**src/rtl/hex_display_scan.sv**
```systemverilog
// Time-multiplexed 8-digit hex driver for the common-anode seven-segment display.
// Optional leading-zero blanking is enabled by defining DISP_BLANK_ZEROS_EN.
module hex_display_scan #(
    parameter int REFRESH_DIV = 50000
) (
    input  logic        clk,
    input  logic        rst,
    input  logic [31:0] X,
    input  logic        hold,
    output logic [7:0]  an,
    output logic [6:0]  seg,
    output logic        dp
);

    localparam int CW = (REFRESH_DIV > 1) ? $clog2(REFRESH_DIV) : 1;
    localparam logic [CW-1:0] DIV_LAST = CW'(REFRESH_DIV - 1);

    logic [CW-1:0] div_cnt;
    logic [2:0]    digit;
    logic [31:0]   shadow;
    logic          frame_start;
    logic          load;
    logic [31:0]   eff;
    logic [3:0]    nibble;
    logic          blank;

    function automatic logic [6:0] hex_to_seg(input logic [3:0] n);
        logic [6:0] s;
        case (n)
            4'h0: s = 7'b1000000;
            4'h1: s = 7'b1111001;
            4'h2: s = 7'b0100100;
            4'h3: s = 7'b0110000;
            4'h4: s = 7'b0011001;
            4'h5: s = 7'b0010010;
            4'h6: s = 7'b0000010;
            4'h7: s = 7'b1111000;
            4'h8: s = 7'b0000000;
            4'h9: s = 7'b0010000;
            4'hA: s = 7'b0001000;
            4'hB: s = 7'b0000011;
            4'hC: s = 7'b1000110;
            4'hD: s = 7'b0100001;
            4'hE: s = 7'b0000110;
            default: s = 7'b0001110;
        endcase
        return s;
    endfunction

    assign frame_start = (div_cnt == '0) && (digit == 3'd0);
    assign load        = frame_start && !hold;
    // On a load cycle the new word is shown immediately, before shadow updates.
    assign eff         = load ? X : shadow;
    assign nibble      = eff[digit*4 +: 4];

`ifdef DISP_BLANK_ZEROS_EN
    logic [2:0] top_digit;

    always_comb begin
        top_digit = 3'd0;
        for (int i = 1; i < 8; i++) begin
            if (eff[i*4 +: 4] != 4'h0) begin
                top_digit = 3'(i);
            end
        end
    end

    assign blank = (digit > top_digit);
`else
    assign blank = 1'b0;
`endif

    always_ff @(posedge clk or posedge rst) begin
        if (rst) begin
            div_cnt <= '0;
            digit   <= 3'd0;
            shadow  <= 32'h0;
            an      <= 8'hFF;
            seg     <= 7'h7F;
            dp      <= 1'b1;
        end else begin
            if (div_cnt == DIV_LAST) begin
                div_cnt <= '0;
                digit   <= digit + 3'd1;
            end else begin
                div_cnt <= div_cnt + CW'(1);
            end
            if (load) begin
                shadow <= X;
            end
            if (blank) begin
                an  <= 8'hFF;
                seg <= 7'h7F;
                dp  <= 1'b1;
            end else begin
                an  <= ~(8'b1 << digit);
                seg <= hex_to_seg(nibble);
                dp  <= (digit != 3'd4);
            end
        end
    end

endmodule

```
**config.mk**
```make
export PLATFORM = sky130hd
export DESIGN_NAME = hex_display_scan
export DESIGN_NICKNAME = d
export VERILOG_FILES = /design/src/rtl/hex_display_scan.sv
export SDC_FILE = /design/constraint.sdc
export NUM_CORES = 1
export LEC_CHECK = 0
export BUFFER_PORTS_ARGS = -buffer_cell sky130_fd_sc_hd__clkbuf_2
export CAP_MARGIN = 20
export CORE_MARGIN = 5
export CORE_UTILIZATION = 45
export CTS_BUF_LIST = sky130_fd_sc_hd__clkbuf_8
export CTS_CLUSTER_DIAMETER = 60
export DETAILED_ROUTE_END_ITERATION = 10
export PLACE_DENSITY = 0.65
export RECOVER_POWER = 100
export SLEW_MARGIN = 20
export SYNTH_ARGS = -nofsm -noshare
export SYNTH_HDL_FRONTEND = slang
export SYNTH_SLANG_ARGS = --single-unit
```
**constraint.sdc**
```tcl
create_clock -name clk -period 4.4 [get_ports clk]
set_input_delay 0.44 -clock clk [delete_from_list [all_inputs] [get_ports clk]]
set_output_delay 0.44 -clock clk [all_outputs]
set_load 0.02 [all_outputs]
```
==> results.md, run 1 <==
- Outcome: finished with violations
- Failing checks: max-capacitance violations, max-slew violations
- Fin crit share: between 80% and 90%
- Nets@finish: 423
- Worst EP arrival: 4.10 ns
- Vias in the first global route: about 2.6k
- Worst Max-Slew Pin Slew: 1.790 ns
- Post-detailed-route via-to-cell ratio: about 5.3
- Crit path time final: 3.842 ns
- Leak: about 1.8 nW
- Clk buf depth: 2
- Slew Limit Headroom: -19.36%
- Final core utilization: between 50% and 60%
- Maxcap violations: 1
- Critical-path top delay cell: nor2_4
- Drt total wl: slightly above 7000 um
- Worst-Skew Late Latency: 0.33 ns
- DR DRC count: 0
- Vias: approximately 2.6k
- Largest net degree at the start of global routing: 35
- CP required: around 4.7 ns
- Detail Placement HPWL: a little over 5000 um
- # rows: 32
- Top delay family on crit path: simple AND/OR/NAND/NOR gates
- Worst Skew: around 0.010 ns
- Wirelength per Cell: ~15 um
- Initial core utilization: 46.11%
- Slowest stage delay, CP: between 0.4 and 0.5 ns
- Layout cells sized above 1: around 29%
- FF+latch area: 1670 um^2
- Final ANT Viol Nets: 0
- Slew Viols, Final: 34
- Mapped Cells: 325
- Sequential cell area fraction in the yosys report: between 40% and 50%
- Max FO, Critical Path: 27
- Placer's final routability congestion estimate: 0.8132
- H-tree depth: 3
- Power Dens Cells: 319.2 nW/um^2
- Power Total: around 1.3 mW
- Startpoint types: flop
- Tot GR Track Use: 15.80%
- Post-synth top area share: 35.81%
- Area of the multi-input gates: 1710 um^2
- CP Cell Sequence: inv_2 > ha_1 > nor4b_1 > nand4_2 > nor2_4 > mux4_2 > a22oi_1 > nand2_1 > inv_1 > ha_1 > inv_1 > mux2i_1 > a32o_2
- Syn. warnings: 0
- Starting DRT DRC Count: ~110
- Top cells by count, synth: nand2_1 (62), dfrtp_1 (51), mux2_2 (30)
- EDFF count, synth: 0
- Die Area: around 10000 um^2
- Cell taking the most area after synthesis: dfrtp_1
- Initial DRT Pass Iterations: 7
- Critical path class: reg2reg
- Worst vdd ir: approximately 0.00017 V
- N_diodes: 0
- Most frequent cell after synthesis: nand2_1
- Post-Syn Nets: ~370
- Postcts setup bufs: 0
- Filler cell count: 730
- Final TNS setup: 0 ns
- Clock Pin Slew Worst Setup and Hold Paths: 0.07 ns
- TritonCTS clock tree: done
- Num ports: between 50 and 60
- Die width: around 99 um
- Crit path capture type: flop
- Area Overhead vs Synth: 12.11%
- Asr flop ratio synth: 100.0%
- TritonCTS buffer count: 9
- Global route overflow: 0
- Placeable Area: approximately 7700 um^2
- Synth unique cells: 45
- Top FF cell, synth: dfrtp_1
- RSZ-0062 raised after global routing: false
- Synth Cell Area: 3563 um^2
- Hold Vio Cnt, Final: 0
- Hold_buf cts: 0
- Resize count post-CTS: 0
- Antenna violations before repair: 0
- WP buf/inv: 3
- PortBufs: 50
- Hold crit path type: in2reg
- Clock sink total: 66
- CTS root buf: clkbuf_8
- Mapped Avg Cell Area: 10.96 um^2
- Synth area leaders: dfrtp_1 (36%), dfstp_2 (11%), mux2_2 (9.5%)
- Final setup violating endpoints: 0
- Fmax achieved: approximately 0.26 GHz
- First-pass GRT wire length: roughly 13000 um
- FF+latch count, synth: 66
- Die height: 98.99 um
==> report_power, final <==
group          total (mW)  leakage, nW  switching (mW)  internal [mW]
registers           0.657        0.801          0.0128          0.644
clock network       0.489        0.110           0.220          0.269
logic               0.129        0.874          0.0723         0.0572
==> per-stage QoR <==
stage	cells	hold slack, ns	worst slack (ns)	instance area, um^2
detailed placement	465	0.4803	0.6985	3849
CTS	481	0.2352	0.6806	4038
global placement	465	0.4625	0.7927	3849
floorplan	325	0.4473	1.223	3563
finish	481	0.3498	0.5580	3995
global route	481	0.3417	0.1838	3995
==> flip-flops by register name, summed over array words and instances (netlist names) <==
signal / flops
seg: 7
shadow: 32
digit: 3
div_cnt: 16
an: 8
==> kinds of logic (layout without fill, tap and decap cells) <==
kind of cell / after synthesis / after routing / synth area share (%)
flops: 66 / 66 / 46.87
fa+ha+maj: 14 / 14 / 4.916
compound gates: 47 / 47 / 9.340
mux: 44 / 44 / 14.96
simple gates: 110 / 110 / 15.41
buf+inv: 29 / 83 / 4.810
xor+xnor: 15 / 15 / 3.687
==> cells in the final DEF (no fill, tap or decap), types with 2 or more instances in the layout <==
cell and n:
and3_1 4, mux4_2 4, clkinv_2 2, nor3_1 3
mux2i_1 6, clkbuf_2 34, mux2_2 30, ha_1 14
dfrtp_1 51, clkbuf_1 19, mux2_1 4, o21ai_0 9
xor2_1 8, o2bb2ai_1 2, nor2_1 16, a211oi_1 12
nand4_2 3, inv_1 15, clkbuf_8 10, a22oi_1 13
o21ai_1 7, nand3_1 9, nand2_1 62, dfstp_2 15
xnor2_1 7
==> routing by layer <==
metal	up-vias	routed length (um)	track usage, %	part of all wire [%]
met5	-	0	0	0
met4	0	45	5.042	0.62
met1	1263	3439	22.61	48
li1	1232	-	-	-
met3	4	309	3.397	4.3
met2	56	3421	23.97	47
==> layout make-up <==
class | instances | share of cell area [%]
sequential | 66 | 41.81
clock inverter | 6 | 1.284
multi-input combinational | 230 | 42.81
tap | 102 | 3.194
timing repair buffer | 54 | 6.232
inverter | 13 | 1.221
clock buffer | 10 | 3.445
==> final timing paths <==
path,cells past startpoint,end,slack [ns],startpoint
worst max register to register,13,seg[1],0.56,digit[0]
worst min-delay path,2,shadow[27],0.35,X[27]
worst max-delay path,13,seg[1],0.56,digit[0]
max in group asynchronous,3,shadow[20],1.69,rst
worst min register to register,1,shadow[27],0.49,shadow[27]
min in group asynchronous,2,div_cnt[2],0.44,rst
==> worst register-to-register path: stages, from the launching register on <==
cell and delay (ns):
dfrtp_1 0.39, inv_2 0.34, ha_1 0.27, nor4b_1 0.40, nand4_2 0.43, nor2_4 0.44, mux4_2 0.36, a22oi_1 0.20
nand2_1 0.19, inv_1 0.15, ha_1 0.24, inv_1 0.07, mux2i_1 0.06, a32o_2 0.22
Note: power is estimated with default switching activity, not from simulation.
==> inputs of run 2 (changes only) <==
--- a/config.mk
+++ b/config.mk
@@ -12,7 +12,7 @@
 export CTS_BUF_LIST = sky130_fd_sc_hd__clkbuf_8
 export CTS_CLUSTER_DIAMETER = 60
 export DETAILED_ROUTE_END_ITERATION = 10
-export PLACE_DENSITY = 0.65
+export PLACE_DENSITY_LB_ADDON = 0.3
 export RECOVER_POWER = 100
 export SLEW_MARGIN = 20
 export SYNTH_ARGS = -nofsm -noshare
==> results.md, run 2 (synthesis results as in run 1) <==
- Drt total wl: roughly 7300 um
- Outcome: finished with violations
- Power Dens Cells: 340.2 nW/um^2
- Number of flip-flops in the largest register: 32
- Hold_buf cts: 0
- Fmax achieved: approximately 0.27 GHz
- Postcts setup bufs: 0
- Regs by FF count: shadow x32, div_cnt x16, an x8
- Starting DRT DRC Count: about 120
- Vias: approximately 2.5k
- Die Area: between 9000 and 10000 um^2
- Clk buf depth: 2
- Vias in the first global route: ~2.5k
- Filler cell count: just over 700
- Area Overhead vs Synth: 13.27%
- Crit path time final: between 3 and 4 ns
- Final setup violating endpoints: 0
- Initial core utilization: between 40% and 50%
- Resize count post-CTS: 0
- CTS root buf: clkbuf_8
- TritonCTS clock tree: done
- Placer's final routability congestion estimate: roughly 0.79
- Slew Viols, Final: 47
- Worst EP arrival: roughly 4.1 ns
- Fin crit share: a little under nine tenths
- Largest register by flop count: shadow
- DR DRC count: 0
- Final ANT Viol Nets: 0
- Critical-path top delay cell: nand4_2
- Num ports: a little over 50
- N_diodes: 0
- Post-detailed-route via-to-cell ratio: 5.281
- Max FO, Critical Path: 27
- Clock sink total: between 60 and 70
- Worst Max-Slew Pin Slew: roughly 2.4 ns
- WP buf/inv: 3
- Startpoint types: flop
- TritonCTS buffer count: 9
- Die width: 98.99 um
- Clock Pin Slew Worst Setup and Hold Paths: 0.08 ns
- Leak: around 1.8 nW
- Final core utilization: 52.23%
- Hold Vio Cnt, Final: 0
- Placeable Area: between 7000 and 8000 um^2
- Maxcap violations: 1
- Slew Limit Headroom: -61.37%
- Layout cells sized above 1: between 20% and 30%
- Nets@finish: ~420
- CP Cell Sequence: inv_2 > ha_1 > nor4b_1 > nand4_2 > nor2_4 > mux4_2 > a22oi_1 > nand2_1 > inv_1 > ha_1 > inv_1 > mux2i_1 > a32o_2
- Top delay family on crit path: simple AND/OR/NAND/NOR gates
- Worst vdd ir: between 0.0002 and 0.00025 V
- CP required: ~4.7 ns
- Commonest cells after routing, fill and taps aside: nand2_1 (62), dfrtp_1 (51), clkbuf_2 (35)
- Largest net degree at the start of global routing: 47
- Failing checks: max-capacitance violations, max-slew violations
- PortBufs: 50
- Initial DRT Pass Iterations: 4
- Critical path class: reg2reg
- Wirelength per Cell: between 15 and 20 um
- Tot GR Track Use: between 10% and 20%
- Reg2reg path depth: 13
- First-pass GRT wire length: roughly 12000 um
- Final TNS setup: 0 ns
- Crit. path cell count: 13
- Crit path capture type: flop
- Slowest stage delay, CP: ~0.45 ns
- Worst Skew: 0.01043 ns
- H-tree depth: 3
- Detail Placement HPWL: between 5000 and 6000 um
- Most common cell after layout, fill and taps aside: nand2_1
- Antenna violations before repair: 0
- Die height: between 90 and 100 um
- Hold crit path type: in2async
- # rows: 32
- Worst-Skew Late Latency: ~0.35 ns
- Global route overflow: 0
- RSZ-0062 raised after global routing: false
-- run 2: cell count changes in the layout (fill, tap and decap cells not counted), sizes merged --
cell,change
inv,-2
bufinv,+1
clkbuf,+1
-- run 2: power breakdown --
| group | switching (mW) | internal (mW) |
|---|---|---|
| sequential | 0.0135 | 0.644 |
| clock | 0.237 | 0.348 |
| combinational | 0.0733 | 0.0572 |
| total | 0.324 | 1.05 |
-- run 2: layer usage --
metal | up-vias | track usage (%) | wire length (um)
li1 | 1238 | - | -
met1 | 1225 | 21.34 | 3441
met2 | 64 | 24.28 | 3451
met3 | 13 | 3.185 | 301
met4 | 0 | 6.828 | 153
met5 | - | 0 | 0
-- run 2: metrics by stage --
stage	hold WS, ns	instance area (um^2)	worst slack [ns]	power [mW]	std cells
global route	0.3095	4036	0.2899	1.425	481
CTS	0.08618	4078	0.7747	1.386	481
floorplan	0.4473	3563	1.223	0.7609	325
finish	0.2099	4036	0.6327	1.373	481
detailed placement	0.4579	3849	0.7800	0.8050	465
global placement	0.4499	3849	0.8866	0.8003	465
-- run 2: area by class of cell --
| class | instances | area [um^2] | share of cell area, % |
|---|---|---|---|
| Inverter | 13 | 48.80 | 1.209 |
| Timing Repair Buffer | 54 | 250.2 | 6.200 |
| Clock buffer | 11 | 151.4 | 3.751 |
| Sequential cell | 66 | 1670 | 41.38 |
| Tap cell | 102 | 127.6 | 3.162 |
| Clock inverter | 5 | 77.57 | 1.922 |
| Multi-Input combinational cell | 230 | 1710 | 42.37 |
-- run 2: path summary, 6_finish.rpt --
check	from	endpoint	slack (ns)
max in group asynchronous	rst	shadow[20]	1.45
min in group clk	X[27]	shadow[27]	0.33
worst min-delay path	rst	shadow[12]	0.21
worst max register to register	digit[0]	seg[1]	0.63
worst max-delay path	digit[0]	seg[1]	0.63
worst min register to register	shadow[27]	shadow[27]	0.49
==> inputs of run 3 (changes only) <==
--- a/config.mk
+++ b/config.mk
@@ -8,7 +8,7 @@
 export BUFFER_PORTS_ARGS = -buffer_cell sky130_fd_sc_hd__clkbuf_2
 export CAP_MARGIN = 20
 export CORE_MARGIN = 5
-export CORE_UTILIZATION = 45
+export CORE_UTILIZATION = 35
 export CTS_BUF_LIST = sky130_fd_sc_hd__clkbuf_8
 export CTS_CLUSTER_DIAMETER = 60
 export DETAILED_ROUTE_END_ITERATION = 10
==> results.md, run 3 (synthesis results as in run 1) <==
- Final core utilization: between 40% and 50%
- Fmax achieved: between 0.2 and 0.3 GHz
- Comb power frac: 10.2%
- Resize count post-CTS: 0
- Met3 wire len: 396 um
- CTS root buf: clkbuf_8
- CP required: roughly 4.7 ns
- Design area: about 4000 um^2
- N_diodes: 0
- Placed cell areas: just under 4000 um^2
- Switching part of the total: approximately 26%
- Clock sink total: 66
- DR DRC count: 0
- TritonCTS clock tree: done
- Die Area: 12300 um^2
- FF-to-FF Start: digit[1]
- Fin crit share: around 87%
- Slew Viols, Final: 51
- Global route overflow: 0
- Worst EP arrival: a little over 4 ns
- Largest net degree at the start of global routing: 51
- Startpoint types: flop
- Worst vdd ir: 0.0001603 V
- Worst setup margin: approximately 0.55 ns
- Postcts setup bufs: 0
- Crit path capture type: flop
- Final setup violating endpoints: 0
- Power Dens Cells: approximately 320 nW/um^2
- Worst Max-Slew Pin Slew: ~2.7 ns
- Critical path class: reg2reg
- Max FO, Critical Path: 19
- NetSw: between 300 and 400 uW
- Layout cells sized above 1: between 20% and 30%
- TritonCTS buffer count: 9
- # rows: 36
- RSZ-0062 raised after global routing: false
- Number of flip-flops in the largest register: 32
- Crit path time final: just under 4 ns
- Die height: 110.9 um
- Die width: roughly 110 um
- Detail Placement HPWL: roughly 5700 um
- Post-Route Hold Slack: about 0.15 ns
- Nets@finish: around 420
- Num ports: around 50
- Placeable Area: about 10000 um^2
- Area Overhead vs Synth: 13.38%
- Hold crit path type: in2async
- First-pass GRT wire length: 13380 um
- Metal-1 WL: 3641 um
- Max Used Layer: met4
- Worst-Skew Late Latency: about 0.35 ns
- Final TNS setup: 0 ns
- Drt total wl: 7889 um
- Maxcap violations: 1
- PortBufs: 50
- Reg2reg path depth: 13
- Slew Limit Headroom: -79.90%
- Hold Vio Cnt, Final: 0
- Failing checks: max-capacitance violations, max-slew violations
- Clk buf depth: 2
- Post-detailed-route via-to-cell ratio: ~4.9
- Internal: ~960 uW
- Wirelength per Cell: approximately 15 um
- Vias in the first global route: about 2.7k
- Largest register by flop count: shadow
- Initial core utilization: 36.12%
- Most common cell after layout, fill and taps aside: nand2_1
- R2R Setup Slk: 0.55 ns
- Tot GR Track Use: about 14%
- Worst slack, placed: ~0.75 ns
- Clock Pin Slew Worst Setup and Hold Paths: around 0.070 ns
- Leak: between 1.5 and 2 nW
- Outcome: finished with violations
- Dpl cells: 496
- Regs by FF count: shadow x32, div_cnt x16, an x8
- Vias: roughly 2.5k
- Hold_buf cts: 0
- Seq pwr share: between 50% and 60%
- Worst flop-to-flop path endpoint: seg[1]
- Clock network power share: around 39%
- Initial DRT Pass Iterations: 4
- Antenna violations before repair: 0
- Starting DRT DRC Count: 117
- Worst Skew: between 0.006 and 0.007 ns
- Post-route insts no fill: 512
- Final ANT Viol Nets: 0
- Power Total: 1.290 mW
- H-tree depth: 3
- Commonest cells after routing, fill and taps aside: nand2_1 (62), dfrtp_1 (51), clkbuf_2 (34)
- Met2 wire len: approximately 3600 um
- Placer's final routability congestion estimate: ~0.80
## run 3: power groups by stage
stage / clock, mW / combinational (mW) / sequential, mW
2_1_floorplan: 0 / 0.0835 / 0.677
3_3_place_gp: 0 / 0.135 / 0.668
3_5_place_dp: 0 / 0.137 / 0.669
4_1_cts: 0.521 / 0.138 / 0.657
5_1_grt: 0.545 / 0.148 / 0.661
6_report: 0.501 / 0.131 / 0.657
## run 3: cell type report
cell class | count | area (um^2)
multi-input cells | 230 | 1715
inverters | 13 | 48.80
clock inverters | 7 | 70.07
repair buffers | 54 | 245.2
fillers | 971 | 5824
clock buffers | 9 | 123.9
well taps | 133 | 166.4
flip-flops and latches | 66 | 1670
## run 3: layer usage
metal  track usage [%]  vias up
met3             3.876       21
li1                  -     1230
met4             6.814        0
met2             21.08       59
met5                 0        -
met1             17.39     1209
## run 3: worst max-delay path by stage
stage,startpoint,to,slack (ns)
2_1_floorplan,digit[0],seg[1],1.22
4_1_cts,digit[1],seg[1],0.72
3_3_place_gp,digit[1],seg[1],0.88
3_5_place_dp,digit[1],seg[1],0.75
5_1_grt,digit[1],seg[1],0.23
6_report,digit[1],seg[1],0.55
## run 3: critical path, stage by stage, from the launching register on
cell	delay, ns
dfrtp_1	0.43
inv_1	0.16
ha_1	0.23
nor4b_1	0.44
nand4_2	0.45
nor2_4	0.57
mux4_2	0.39
a22oi_1	0.18
nand2_1	0.18
inv_1	0.14
ha_1	0.24
inv_1	0.07
mux2i_1	0.06
a32o_2	0.23
